File: config.mk
export PLATFORM = sky130hd
export DESIGN_NAME = ann_window_sequencer
export DESIGN_NICKNAME = d
export VERILOG_FILES = /design/src/rtl/ann_window_sequencer.sv
export SDC_FILE = /design/constraint.sdc
export NUM_CORES = 2
export LEC_CHECK = 0
export BUFFER_PORTS_ARGS = -buffer_cell sky130_fd_sc_hd__buf_2
export CORE_AREA = 2 2 436 438
export CTS_CLUSTER_SIZE = 14
export DETAILED_ROUTE_END_ITERATION = 10
export DIE_AREA = 0 0 438 440
export GPL_ROUTABILITY_DRIVEN = 0
export PLACE_DENSITY_LB_ADDON = 0.3
export SLEW_MARGIN = 20
export SYNTH_ARGS = -nofsm -noshare
export SYNTH_HDL_FRONTEND = slang
export SYNTH_SLANG_ARGS = --single-unit
File: constraint.sdc
create_clock -name Clk -period 13.2 [get_ports Clk]
set_clock_uncertainty 0.15 [all_clocks]
set_input_delay 2.64 -clock Clk [delete_from_list [all_inputs] [get_ports Clk]]
set_output_delay 2.64 -clock Clk [all_outputs]
set_load 0.005 [all_outputs]
File: src/rtl/ann_window_sequencer.sv
// Sliding-window sequencer for an ANN temperature predictor: collects samples, starts the core,
// scales its result into a prediction and substitutes that prediction for a missing sample.
module ann_window_sequencer #(
    parameter int DATA_W    = 156,
    parameter int INPUT_NUM = 4,
    parameter int RES_W     = 26,
    parameter int SCALE     = 1000,
    parameter int TIMEOUT   = 64
) (
    input  logic                        Clk,
    input  logic                        Reset_h,
    input  logic [DATA_W-1:0]           Sample_in,
    input  logic                        Sample_valid_h,
    input  logic                        Sample_missing_h,
    output logic                        Sample_ready_h,
    input  logic                        Flush_h,
    output logic [INPUT_NUM*DATA_W-1:0] Window_out,
    output logic                        Core_start_h,
    input  logic                        Core_done_h,
    input  logic [DATA_W-1:0]           Core_result,
    output logic [DATA_W-1:0]           Prediction_out,
    output logic                        Prediction_valid_h,
    output logic                        Filled_h,
    output logic                        Err,
    output logic [15:0]                 Pred_count
);
    localparam int WIN_W = INPUT_NUM * DATA_W;
    localparam int CNT_W = $clog2(INPUT_NUM + 1);
    localparam int TMO_W = $clog2(TIMEOUT + 1);
    localparam logic [CNT_W-1:0] LAST_FILL = CNT_W'(INPUT_NUM - 1);
    localparam logic [TMO_W-1:0] TMO_LAST  = TMO_W'(TIMEOUT - 1);
    localparam logic [RES_W-1:0] SCALE_DIV = RES_W'(SCALE);

    typedef enum logic [2:0] {
        FILL   = 3'd0,
        START  = 3'd1,
        WAIT   = 3'd2,
        OUT    = 3'd3,
        ACCEPT = 3'd4
    } state_t;

    // Drops the oldest slot (lowest bits) and places the new value in the newest slot.
    function automatic logic [WIN_W-1:0] shift_in(input logic [WIN_W-1:0] win,
                                                  input logic [DATA_W-1:0] val);
        shift_in = {val, win[WIN_W-1:DATA_W]};
    endfunction

    state_t             state_r, state_nx;
    logic [CNT_W-1:0]   cnt_r, cnt_nx;
    logic [TMO_W-1:0]   wait_r, wait_nx;
    logic [WIN_W-1:0]   win_r, win_nx;
    logic [DATA_W-1:0]  pred_r, pred_nx;
    logic               pred_ok_r, pred_ok_nx;
    logic [15:0]        pcount_r, pcount_nx;
    logic               ready_r, ready_nx;
    logic               start_r, start_nx;
    logic               pvalid_r, pvalid_nx;
    logic               filled_r, filled_nx;
    logic               err_r, err_nx;
    logic               take_s;
    logic [RES_W-1:0]   quot_s;
    logic [DATA_W-1:0]  scaled_s;

    generate
        if (DATA_W > RES_W) begin : g_unused_hi
            logic unused_result_hi_s;
            assign unused_result_hi_s = ^Core_result[DATA_W-1:RES_W];
        end
    endgenerate

    // Scaled prediction taken from the low result bits, zero-extended to a sample width.
    always_comb begin
        quot_s   = Core_result[RES_W-1:0] / SCALE_DIV;
        scaled_s = DATA_W'(quot_s);
        take_s   = Sample_valid_h & ready_r;
    end

    // Next-state, datapath and output-pulse decode.
    always_comb begin
        state_nx   = state_r;
        cnt_nx     = cnt_r;
        wait_nx    = wait_r;
        win_nx     = win_r;
        pred_nx    = pred_r;
        pred_ok_nx = pred_ok_r;
        pcount_nx  = pcount_r;
        filled_nx  = 1'b0;
        err_nx     = 1'b0;
        if (Flush_h) begin
            state_nx   = FILL;
            cnt_nx     = {CNT_W{1'b0}};
            win_nx     = {WIN_W{1'b0}};
            pred_ok_nx = 1'b0;
        end else begin
            case (state_r)
                FILL: begin
                    if (take_s && Sample_missing_h) begin
                        err_nx = 1'b1;
                    end else if (take_s) begin
                        win_nx = shift_in(win_r, Sample_in);
                        cnt_nx = cnt_r + CNT_W'(1);
                        if (cnt_r == LAST_FILL) begin
                            state_nx = START;
                        end else begin
                            state_nx = FILL;
                        end
                    end else begin
                        state_nx = FILL;
                    end
                end
                START: begin
                    state_nx = WAIT;
                    wait_nx  = {TMO_W{1'b0}};
                end
                WAIT: begin
                    // A done arriving on the final allowed cycle still wins over the timeout.
                    if (Core_done_h) begin
                        pred_nx    = scaled_s;
                        pred_ok_nx = 1'b1;
                        pcount_nx  = pcount_r + 16'd1;
                        state_nx   = OUT;
                    end else if (wait_r == TMO_LAST) begin
                        err_nx     = 1'b1;
                        pred_ok_nx = 1'b0;
                        state_nx   = ACCEPT;
                    end else begin
                        wait_nx = wait_r + TMO_W'(1);
                    end
                end
                OUT: begin
                    state_nx = ACCEPT;
                end
                ACCEPT: begin
                    if (take_s && !Sample_missing_h) begin
                        win_nx   = shift_in(win_r, Sample_in);
                        state_nx = START;
                    end else if (take_s && pred_ok_r) begin
                        win_nx    = shift_in(win_r, pred_r);
                        filled_nx = 1'b1;
                        state_nx  = START;
                    end else if (take_s) begin
                        err_nx = 1'b1;
                    end else begin
                        state_nx = ACCEPT;
                    end
                end
                default: begin
                    state_nx = FILL;
                end
            endcase
        end
        start_nx  = (state_nx == START);
        pvalid_nx = (state_nx == OUT);
        ready_nx  = (state_nx == FILL) || (state_nx == ACCEPT);
    end

    // State, datapath and registered output flags; reset overrides every input.
    always_ff @(posedge Clk) begin
        if (Reset_h) begin
            state_r   <= FILL;
            cnt_r     <= {CNT_W{1'b0}};
            wait_r    <= {TMO_W{1'b0}};
            win_r     <= {WIN_W{1'b0}};
            pred_r    <= {DATA_W{1'b0}};
            pred_ok_r <= 1'b0;
            pcount_r  <= 16'd0;
            ready_r   <= 1'b0;
            start_r   <= 1'b0;
            pvalid_r  <= 1'b0;
            filled_r  <= 1'b0;
            err_r     <= 1'b0;
        end else begin
            state_r   <= state_nx;
            cnt_r     <= cnt_nx;
            wait_r    <= wait_nx;
            win_r     <= win_nx;
            pred_r    <= pred_nx;
            pred_ok_r <= pred_ok_nx;
            pcount_r  <= pcount_nx;
            ready_r   <= ready_nx;
            start_r   <= start_nx;
            pvalid_r  <= pvalid_nx;
            filled_r  <= filled_nx;
            err_r     <= err_nx;
        end
    end

    assign Sample_ready_h     = ready_r;
    assign Window_out         = win_r;
    assign Core_start_h       = start_r;
    assign Prediction_out     = pred_r;
    assign Prediction_valid_h = pvalid_r;
    assign Filled_h           = filled_r;
    assign Err                = err_r;
    assign Pred_count         = pcount_r;

endmodule

==> summary by stage <==
GRT
The overall routing resource usage is 14.17%. The number of antenna violations at the first check in global routing is 50. The number of global-route vias before repair is 26.83k. The first global-routing pass estimated 198.7 mm of wire. The remaining global-route overflow is 0. The maximum number of pins on one net before global-route repair is approximately 220.

Synthesis
Sequential elements use 46.21% of the synthesized area. For this run, the number of Yosys warnings is 0. For this run, asynchronously set or reset flops after synthesis account for 0%.

The share of the synthesized area in the top cell type is 46.21%. Among all flip-flop cells after synthesis, the most frequent one is sky130_fd_sc_hd__dfxtp_1. By area the synthesized netlist is led by sky130_fd_sc_hd__dfxtp_1, sky130_fd_sc_hd__nand2_1, sky130_fd_sc_hd__a21oi_1. The synthesized area per cell is 7.943 µm². The number of cells produced by synthesis is 3,687. The cell area after synthesis is ~30,000 µm². The number of flops mapped to enable cells by yosys is 0. After synthesis, the netlist uses 119 different library cells. The count of state elements after synthesis is 676. Of all cell types, the one taking the most synthesized area is sky130_fd_sc_hd__dfxtp_1.

Worst setup path
The critical path capture point type is a flop. The cell repeated most along the worst path is sky130_fd_sc_hd__buf_4. Measured in cells, the most critical reg-to-reg path has a length of 6. The required time of the critical path is about 14,000 ps. The endpoint arrival time on the critical path is 13,090 ps. The worst setup path is of the primary input to flop kind.

For this run, the slowest stage of the critical path takes about 530 ps. The cell with the biggest individual delay on the critical path is sky130_fd_sc_hd__or4_1. The kind of start point of the critical path is a primary input. Of all nets on the critical path, the largest fanout is 11.

STA
In this run the tightest slew margin relative to its limit is 23.43%. The ratio of final minimum period to clock period is a little over nine tenths. The final worst-path setup slack is approximately 540 ps.

The minimum period implied by the final worst setup slack is 12,660 ps. The number of max-slew violations in the final report is 0. At the pin with the least slew margin, the transition time is 1120 ps. The count of endpoints failing hold in the final timing report is 0. Setup violations remaining at the end of the flow were counted as 0. Static timing analysis puts the maximum clock frequency at roughly 0.08 GHz.

Clock network
In this run, CTS created clock tree buffers numbering 81. In this run the number of H-tree levels came out at 3. The tree built by TritonCTS fans out to 676 sinks. The number of buffers on the longest clock path is 3. The TritonCTS clock tree is done. The later pin in the worst-skew pair is clocked with a latency of 700 ps.

The root buffer selected by CTS is sky130_fd_sc_hd__clkbuf_16. After clock tree synthesis, the clock-pin slew on the worst setup and hold paths is 60 ps.

Routing
The DRC marker count from the first detailed-route iteration is 2,085. Summing over every cut layer, the via total after detailed routing is just under 30k. The number of DRC violations after detailed routing is 0. The first detailed-routing pass ran for 5 iterations. The wire length per cell after detailed routing is 19.97 µm. The average vias per placed instance is 4.052. The number of antenna-violating nets in the routed design is 0.

The wire length reported by the detailed router is 145.4 mm.

Cells and area
The net count of the finished layout is around 5k. The count of cells in the finished layout, fillers not included, comes to roughly 7.3k. Leaving out fill and tap cells, the most frequent cells in the layout are sky130_fd_sc_hd__nand2_1, sky130_fd_sc_hd__buf_2, sky130_fd_sc_hd__dfxtp_1, sky130_fd_sc_hd__a21oi_1, sky130_fd_sc_hd__buf_4. The share of final-layout standard cells stronger than drive strength 1 is roughly 30%. The layout has 21.14k filler cells.

Leaving out fill and tap cells, the most frequent cell in the layout is sky130_fd_sc_hd__nand2_1. The area growth from synthesis to layout is 39.11%.

Floorplanning
The core outline area is 188,600 µm². For this design the top-level I/O count stands at 1,119. The initialized floorplan defines 160 standard-cell rows. Once the floorplan was initialized, standard cells occupied 15.53% of the core. The width of the die is 438 µm. The area enclosed by the die boundary is 192,700 µm². The die height is 440 µm.

Placed design
Detailed placement finished with a half-perimeter wire length of 112.9 mm. The minimum setup slack after placement is -701.4 ps. The total of buffers placed on input and output ports is 846. Counting tap cells, the placed design contains a total of 7,089 instances.

Flow run
Across the run, the number of max-cap violations was 0.

Pwr
Power spread over the standard cell area amounts to 216.6 nW/µm². Summing internal, switching and leakage power gives 8.823 mW. The portion of total power attributed to sequential cells is 23.3%. The total leakage power is 16.34 nW. The maximum resistive drop on vdd is 0.0003408 V.

The internal cell power is 5.675 mW. The switching portion of total power is 35.68%. Summed over all nets, the switching power comes to 3.148 mW. The share of total power dissipated in combinational logic is 51.0%. The share of power burned in the clock network is 25.7%.

Run status
The flow ran to the end, and the final reports show no timing, DRC or antenna violations.

Min path
The path type of the worst min-delay path is flop to flop. The worst hold path cell count is 2.
==> power groups by stage <==
stage          Clock (mW)  Combinational, mW  Sequential [mW]
6_report             2.26               4.50             2.06
4_1_cts              2.34               4.27             2.06
3_5_place_dp            0               4.25             2.10
5_1_grt              2.42               4.97             2.06
3_3_place_gp            0               4.22             2.10
2_1_floorplan           0               2.40             2.10
==> synth_stat cells, types with 5 or more instances <==
| library cell | instances |
|---|---|
| sky130_fd_sc_hd__xor2_1 | 21 |
| sky130_fd_sc_hd__a21o_1 | 20 |
| sky130_fd_sc_hd__o21ai_0 | 50 |
| sky130_fd_sc_hd__nand4_1 | 10 |
| sky130_fd_sc_hd__o21ai_1 | 14 |
| sky130_fd_sc_hd__a21boi_0 | 6 |
| sky130_fd_sc_hd__clkbuf_1 | 217 |
| sky130_fd_sc_hd__and3_1 | 12 |
| sky130_fd_sc_hd__buf_1 | 22 |
| sky130_fd_sc_hd__a221o_1 | 5 |
| sky130_fd_sc_hd__a21oi_1 | 521 |
| sky130_fd_sc_hd__mux2_2 | 10 |
| sky130_fd_sc_hd__nand2b_1 | 15 |
| sky130_fd_sc_hd__or2_2 | 11 |
| sky130_fd_sc_hd__nand2_1 | 1016 |
| sky130_fd_sc_hd__buf_2 | 14 |
| sky130_fd_sc_hd__inv_1 | 18 |
| sky130_fd_sc_hd__o2bb2ai_1 | 5 |
| sky130_fd_sc_hd__and4_1 | 7 |
| sky130_fd_sc_hd__o31ai_1 | 11 |
| sky130_fd_sc_hd__or3_1 | 16 |
| sky130_fd_sc_hd__nand3b_1 | 5 |
| sky130_fd_sc_hd__xnor2_1 | 22 |
| sky130_fd_sc_hd__a211o_1 | 7 |
| sky130_fd_sc_hd__o22ai_1 | 9 |
| sky130_fd_sc_hd__a31oi_1 | 17 |
| sky130_fd_sc_hd__o211ai_1 | 22 |
| sky130_fd_sc_hd__a22oi_1 | 151 |
| sky130_fd_sc_hd__mux2i_1 | 39 |
| sky130_fd_sc_hd__dfxtp_1 | 676 |
| sky130_fd_sc_hd__nor2b_1 | 6 |
| sky130_fd_sc_hd__a211oi_1 | 57 |
| sky130_fd_sc_hd__nand3_1 | 43 |
| sky130_fd_sc_hd__o21a_1 | 9 |
| sky130_fd_sc_hd__nor2_1 | 259 |
| sky130_fd_sc_hd__buf_4 | 142 |
| sky130_fd_sc_hd__and2_1 | 16 |
| sky130_fd_sc_hd__a21oi_2 | 8 |
| sky130_fd_sc_hd__nor3b_1 | 5 |
| sky130_fd_sc_hd__nor3_1 | 31 |
==> worst paths after layout <==
path	from	endpoint	slack, ps
worst min register to register	Window_out[505]	Window_out[349]	290
worst max register to register	state_r[2]	Window_out[513]	9160
worst max-delay path	Core_result[23]	Prediction_out[0]	540
worst min-delay path	Window_out[505]	Window_out[349]	290
==> worst max-delay path: cells and delay by family <==
kind	cells	cell delay, ps
buffers and inverters	12	1870
XOR/XNOR	2	210
AO/OA/AOI/OAI	19	3930
multiplexers	3	770
AND/OR/NAND/NOR	15	3650
==> cell families after synthesis <==
| family | after synthesis | synth area share, % |
|---|---|---|
| flops | 676 | 46.21 |
| xor+xnor | 45 | 1.397 |
| mux | 51 | 1.812 |
| buf+inv | 419 | 7.353 |
| compound gates | 1002 | 21.87 |
| simple gates | 1484 | 21.00 |
| fa+ha+maj | 9 | 0.3461 |
| other cells | 1 | 0.01281 |
==> through the flow <==
step | util, % | TNS [ps] | area, µm² | hold WS, ps
3_5_place_dp | 19.88 | -1124 | 37500 | 293.7
2_1_floorplan | - | 0 | 29800 | 302.7
4_1_cts | 21.30 | 0 | 40160 | 297.0
5_1_grt | 21.60 | -58.66 | 40730 | 315.4
3_3_place_gp | 19.88 | -1040 | 37500 | 290.2
6_report | 21.60 | 0 | 40740 | 288.6
==> sequential cells by signal, summed over array words and instances (netlist names) <==
register,cells
state_r,3
pred_ok_r,1
Core_start_h,1
cnt_r,3
Err,1
Prediction_out,17
Sample_ready_h,1
Filled_h,1
Prediction_valid_h,1
Window_out,624
wait_r,7
Pred_count,16
==> repair_timing <==
action	in CTS	in global routing
setup endpoints to repair	0	2
setup buffers	0	16
gates resized for setup	0	64
hold buffers	0	0
==> final cells by class <==
cell class | instances | area (µm²) | share of cell area [%]
diodes | 27 | 67.56 | 0.1659
clock buffers | 119 | 2361 | 5.796
clock inverters | 28 | 306.5 | 0.7525
inverters | 20 | 75.07 | 0.1843
multi-input cells | 2730 | 14460 | 35.50
flip-flops and latches | 676 | 13530 | 33.22
well taps | 2511 | 3142 | 7.712
repair buffers | 1170 | 6789 | 16.67
==> layer usage <==
metal	vias up	GRT usage, %	part of all wire, %
met4	12	6.685	3.5
li1	14396	-	-
met1	14047	16.46	40
met5	-	0	0.059
met3	207	4.415	7.5
met2	838	23.63	49
No activity file was read; power rests on OpenSTA's default activity.
